==> config.mk <==
export PLATFORM = sky130hd
export DESIGN_NAME = n_cobs_tx_scheduler
export DESIGN_NICKNAME = d
export VERILOG_FILES = /design/src/rtl/n_cobs_tx_scheduler.sv
export SDC_FILE = /design/constraint.sdc
export NUM_CORES = 1
export LEC_CHECK = 0
export BUFFER_PORTS_ARGS = -buffer_cell sky130_fd_sc_hd__buf_2
export CAP_MARGIN = 20
export CORE_AREA = 4 4 170 172
export DETAILED_ROUTE_END_ITERATION = 8
export DIE_AREA = 0 0 174 176
export PLACE_DENSITY = 0.77
export SKIP_CTS_REPAIR_TIMING = 1
export SYNTH_ARGS = -nofsm -noshare
export SYNTH_HDL_FRONTEND = slang
export SYNTH_SLANG_ARGS = --single-unit
==> constraint.sdc <==
create_clock -name clk_i -period 7.1 [get_ports clk_i]
set_input_delay 0.355 -clock clk_i [delete_from_list [all_inputs] [get_ports clk_i]]
set_output_delay 0.355 -clock clk_i [all_outputs]
set_load 0.005 [all_outputs]
==> src/rtl/n_cobs_tx_scheduler.sv <==
// Entry queue between the N-COBS encoder and the UART: buffers variable-width
// entries, drains them byte by byte, and resyncs to the next 0x00 after a loss.
module n_cobs_tx_scheduler #(
    parameter int EntryBytes = 8,
    parameter int Depth      = 4,
    parameter int WidthW     = $clog2(EntryBytes) + 1
) (
    input  logic                    clk_i,
    input  logic                    reset_i,
    input  logic [EntryBytes*8-1:0] wr_data_i,
    input  logic [WidthW-1:0]       wr_width_i,
    input  logic                    wr_enable_i,
    output logic [7:0]              tx_data_o,
    output logic                    tx_valid_o,
    input  logic                    tx_ready_i,
    output logic                    overflow_o,
    input  logic                    clear_overflow_i,
    output logic                    resync_o,
    output logic                    busy_o
);
    // state | meaning
    // IDLE  | nothing loaded, tx_valid_o low
    // SEND  | head entry loaded, presenting byte idx on tx_data_o
    typedef enum logic {ST_IDLE = 1'b0, ST_SEND = 1'b1} state_e;

    localparam int PtrW = $clog2(Depth);
    localparam int CntW = PtrW + 1;

    logic [EntryBytes*8-1:0] data_mem  [Depth];
    logic [WidthW-1:0]       width_mem [Depth];
    logic [WidthW-1:0]       start_mem [Depth];

    state_e            state_q, state_d;
    logic [PtrW-1:0]   wr_ptr_q, rd_ptr_q, rd_ptr_nx;
    logic [CntW-1:0]   count_q, count_d;
    logic [WidthW-1:0] idx_q, idx_d;
    logic [7:0]        tx_data_q, tx_data_d;
    logic              tx_valid_q, tx_valid_d;
    logic              overflow_q, overflow_d;
    logic              resync_q, resync_d;

    logic [WidthW-1:0] wr_w, sent_idx, push_start, ld_start;
    logic              wr_valid, sent_found, full, push, drop, pop, ld_en;
    logic [EntryBytes*8-1:0] ld_data;

    function automatic logic [7:0] byte_sel(input logic [EntryBytes*8-1:0] d,
                                            input logic [WidthW-1:0] i);
        logic [7:0] b;
        b = 8'h00;
        for (int k = 0; k < EntryBytes; k++)
            if (i == WidthW'(k)) b = d[k*8 +: 8];
        return b;
    endfunction

    assign wr_w      = (wr_width_i > WidthW'(EntryBytes)) ? WidthW'(EntryBytes) : wr_width_i;
    assign wr_valid  = wr_enable_i && (wr_w != '0);
    assign full      = (count_q == CntW'(Depth));
    assign rd_ptr_nx = rd_ptr_q + PtrW'(1);

    // Descending scan so the lowest-index sentinel is the one kept.
    always_comb begin
        sent_found = 1'b0;
        sent_idx   = '0;
        for (int k = EntryBytes - 1; k >= 0; k--) begin
            if ((WidthW'(k) < wr_w) && (wr_data_i[k*8 +: 8] == 8'h00)) begin
                sent_found = 1'b1;
                sent_idx   = WidthW'(k);
            end
        end
    end

    always_comb begin
        push       = 1'b0;
        drop       = 1'b0;
        push_start = '0;
        resync_d   = resync_q;
        if (wr_valid) begin
            if (!resync_q) begin
                if (full) begin
                    drop     = 1'b1;
                    resync_d = 1'b1;
                end else begin
                    push = 1'b1;
                end
            end else if (sent_found && ((sent_idx + WidthW'(1)) != wr_w)) begin
                if (full) begin
                    drop = 1'b1;
                end else begin
                    push       = 1'b1;
                    push_start = sent_idx + WidthW'(1);
                    resync_d   = 1'b0;
                end
            end else if (sent_found) begin
                resync_d = 1'b0;
            end
        end
        if (drop)                  overflow_d = 1'b1;
        else if (clear_overflow_i) overflow_d = 1'b0;
        else                       overflow_d = overflow_q;
    end

    assign pop = tx_valid_q && tx_ready_i &&
                 ((idx_q + WidthW'(1)) == width_mem[rd_ptr_q]);

    always_comb begin
        state_d    = state_q;
        idx_d      = idx_q;
        tx_data_d  = tx_data_q;
        tx_valid_d = tx_valid_q;
        ld_en      = 1'b0;
        ld_data    = wr_data_i;
        ld_start   = push_start;
        case (state_q)
            ST_IDLE: begin
                if (count_q != '0) begin
                    ld_en    = 1'b1;
                    ld_data  = data_mem[rd_ptr_q];
                    ld_start = start_mem[rd_ptr_q];
                end else if (push) begin
                    ld_en = 1'b1;
                end
            end
            ST_SEND: begin
                if (tx_valid_q && tx_ready_i) begin
                    if (pop) begin
                        // Next entry comes from the queue, or straight from the
                        // concurrent write when this was the only entry.
                        if (count_q > CntW'(1)) begin
                            ld_en    = 1'b1;
                            ld_data  = data_mem[rd_ptr_nx];
                            ld_start = start_mem[rd_ptr_nx];
                        end else if (push) begin
                            ld_en = 1'b1;
                        end else begin
                            state_d    = ST_IDLE;
                            tx_valid_d = 1'b0;
                        end
                    end else begin
                        idx_d     = idx_q + WidthW'(1);
                        tx_data_d = byte_sel(data_mem[rd_ptr_q], idx_q + WidthW'(1));
                    end
                end
            end
            default: state_d = ST_IDLE;
        endcase
        if (ld_en) begin
            state_d    = ST_SEND;
            idx_d      = ld_start;
            tx_data_d  = byte_sel(ld_data, ld_start);
            tx_valid_d = 1'b1;
        end
    end

    always_comb begin
        count_d = count_q;
        if (push && !pop)      count_d = count_q + CntW'(1);
        else if (!push && pop) count_d = count_q - CntW'(1);
    end

    always_ff @(posedge clk_i) begin
        if (push) begin
            data_mem[wr_ptr_q]  <= wr_data_i;
            width_mem[wr_ptr_q] <= wr_w;
            start_mem[wr_ptr_q] <= push_start;
        end
    end

    always_ff @(posedge clk_i) begin
        if (reset_i) begin
            state_q    <= ST_IDLE;
            wr_ptr_q   <= '0;
            rd_ptr_q   <= '0;
            count_q    <= '0;
            idx_q      <= '0;
            tx_data_q  <= '0;
            tx_valid_q <= 1'b0;
            overflow_q <= 1'b0;
            resync_q   <= 1'b0;
        end else begin
            state_q    <= state_d;
            wr_ptr_q   <= push ? wr_ptr_q + PtrW'(1) : wr_ptr_q;
            rd_ptr_q   <= pop ? rd_ptr_nx : rd_ptr_q;
            count_q    <= count_d;
            idx_q      <= idx_d;
            tx_data_q  <= tx_data_d;
            tx_valid_q <= tx_valid_d;
            overflow_q <= overflow_d;
            resync_q   <= resync_d;
        end
    end

    assign tx_data_o  = tx_data_q;
    assign tx_valid_o = tx_valid_q;
    assign overflow_o = overflow_q;
    assign resync_o   = resync_q;
    assign busy_o     = (count_q != '0) || tx_valid_q;

endmodule
==> impl_metrics.tcl <==
set metrics [dict create \
    status "finished, final reports clean" \
    grt-busiest-layer "met2" \
    hold_violations 0 \
    numCtsBuffers 35 \
    io_pins 85 \
    hold_path_class "in2reg" \
    cellLeakagePower_nw 5.71 \
    cts_sinks 313 \
    async_reset_ff_share_pct 0 \
    grt-ovfl-total 0 \
    synth-seq-cells 313 \
    syn_nets 1164 \
    cp_top_family "simple AND/OR/NAND/NOR gates" \
    min_period_ns 5.27 \
    netlist_instances 1076 \
    vdd_drop_max_mv 0.243 \
    finalCritPeriodShare_pct 74.2 \
    drive_above_1_share_pct 28.3 \
    powerDensity_mw_per_mm2 346 \
    met3_usage_pct 6.17 \
    ys.flop_type "edfxtp_1" \
    slew_violations 0 \
    synth_top_area_share_pct 53.3 \
    yosysMostFrequentCell "edfxtp_1" \
    place_congestion 0.925 \
    design_area_mm2 0.0181 \
    wire_per_inst_um 30.7 \
    use_met1_pct 41.9 \
    required_ns 7.31 \
    clk_latency_ns 0.53 \
    hpwl_um 29600 \
    clock_skew_ns 0.0209 \
    path_buf_inv 3 \
    synth_edf_count 288 \
    final.fill_count 1896 \
    netlist_top_cells_count "edfxtp_1, mux4_2, nor2_1" \
    grt.total_usage_pct 30.1 \
    crit_path_end_kind "flip-flop" \
    synth_top_cell_by_area "edfxtp_1" \
    routed_via_density 7.53 \
    cap_violations 0 \
    ant_nets 0 \
    grt_max_degree 53 \
    core_mm2 0.0275 \
    yosys-top-cells-area "edfxtp_1, mux4_2, dfxtp_1, a22o_1, a211oi_1" \
    rsz0062_at_grt "no" \
    dpl_cell_area_mm2 0.0170 \
    diodes 0 \
    synth_cell_types 75 \
    clkSlewWorstSetupHoldPaths_ns 0.06 \
    timing.critical_path.cells "buf_2, nor4_1, nand4_1, o21ai_0, a21oi_1, nand2b_1, inv_1, ha_1, xnor2_1, nor2_1, a41oi_1, nor2_1, mux2i_1, mux2i_4, o21a_1, a21oi_1, and2_4, buf_4" \
    max_freq_ghz 0.190 \
    htreeDepth 2 \
    die-area_mm2 0.0306 \
    grt_pass1_vias 11200 \
    syn_to_final_growth_pct 11.3 \
    critPathMaxFanout 51 \
    cp.arrival_ns 5.48 \
    die-height_um 176 \
    fin_cells 1505 \
    worst_slew_pin_slew_ns 1.02 \
    drc 0 \
    drt_wl_total_um 46200 \
    ys_warn_count 0 \
    yosysSeqAreaShare_pct 56.4 \
    cts-root-buf "clkbuf_16" \
    grt_pass1_wl_um 69900 \
    slew_headroom_pct 32.2 \
    path_class "in2reg" \
    synth_area_mm2 0.0162 \
    drt_iter0_drc 1835 \
    nets 1224 \
    start_util_pct 59.0 \
    place_inst 1444 \
    critPathSlowestCell "and2_4" \
    max_stage_delay_ns 0.82 \
    setup_viol_count_final 0 \
    fp-row-count 61 \
    fp.dieW_um 174 \
    tritoncts "yes" \
    cp-start-kind "input port" \
    port-buffer-count 84 \
    cts.path.max_buffers 3 \
    num_vias 11300 \
    whs_ns 0.0833 \
    synth_area_per_cell_um2 15.1 \
    setup_tns_ns 0 \
    antenna_found_initial 1 \
    use_met2_pct 47.9 \
    drt_pre_antenna_iters 6 \
]
[cell families (layout without fill, tap and decap cells)]
family / after synthesis / count (layout) / share of synthesized area, %
buf+inv: 94 / 177 / 2.35
mux: 160 / 160 / 20.9
simple gates: 234 / 234 / 7.12
compound gates: 242 / 242 / 11.0
xor+xnor: 18 / 18 / 1.06
flops: 313 / 313 / 56.4
fa+ha+maj: 15 / 15 / 1.16
[metrics by stage]
step                      power (mW)  utilization, %  worst slack [ns]
after floorplan                 3.75               -              1.43
after global placement          4.42            61.7              1.56
after detailed placement        4.47            61.7              1.48
after CTS                       6.19            65.7              1.99
after global routing            6.45            65.7              1.40
final                           6.24            65.7              1.83
[worst paths after layout]
| check | cells after the start | endpoint | from | slack, ns |
|---|---|---|---|---|
| min reg2reg | 2 | overflow_o | overflow_o | 0.48 |
| max reg2reg | 11 | tx_data_o[4] | flip-flop | 2.07 |
| max | 18 | data_mem[1][58] | wr_data_i[42] | 1.83 |
| min | 1 | data_mem[1][52] | wr_data_i[52] | 0.08 |
[area by class of cell]
cell class	instances	area [um^2]	area share (%)
Clock buffer	43	927	5.14
Clock inverter	17	151	0.839
Inverter	15	56.3	0.312
Multi-Input combinational cell	669	6730	37.3
Sequential cell	313	9160	50.8
Tap cell	346	433	2.40
Timing Repair Buffer	102	593	3.29
[sequential cells by signal (all words and copies together) (netlist names), named ones only]
name and cells:
data_mem 256, tx_data_o 8, start_mem 16, overflow_o 1, tx_valid_o 1, idx_q 4
rd_ptr_q 2, count_q 3, resync_o 1, width_mem 16, state_q 1, wr_ptr_q 2
[cell usage in the layout, fill, tap and decap left out, drive strengths merged, types with 11 or more instances in the layout]
cell / count
edfxtp: 288
mux4: 140
buf: 101
nor2: 75
nand2: 58
clkbuf: 44
a211oi: 40
a21oi: 39
a22o: 35
dfxtp: 25
o21ai: 24
a22oi: 23
nor4: 21
o22ai: 16
ha: 15
inv: 15
nor2b: 13
nand3: 12
clkinv: 12
nor3: 11
mux2i: 11
[routing by layer]
metal	wire, um	part of all wire [%]	vias up
met4	2030	4.4	2
li1	-	-	4598
met3	5090	11	179
met5	11	0.024	-
met2	22000	48	852
met1	17000	37	5706
[power by group]
group          internal (mW)  total, mW  switching [mW]
registers               2.27       2.42           0.148
clock network           1.00       1.73           0.723
logic                  0.769       2.10            1.33
total                   4.04       6.24            2.20
Power figures use the tool's default switching activity.
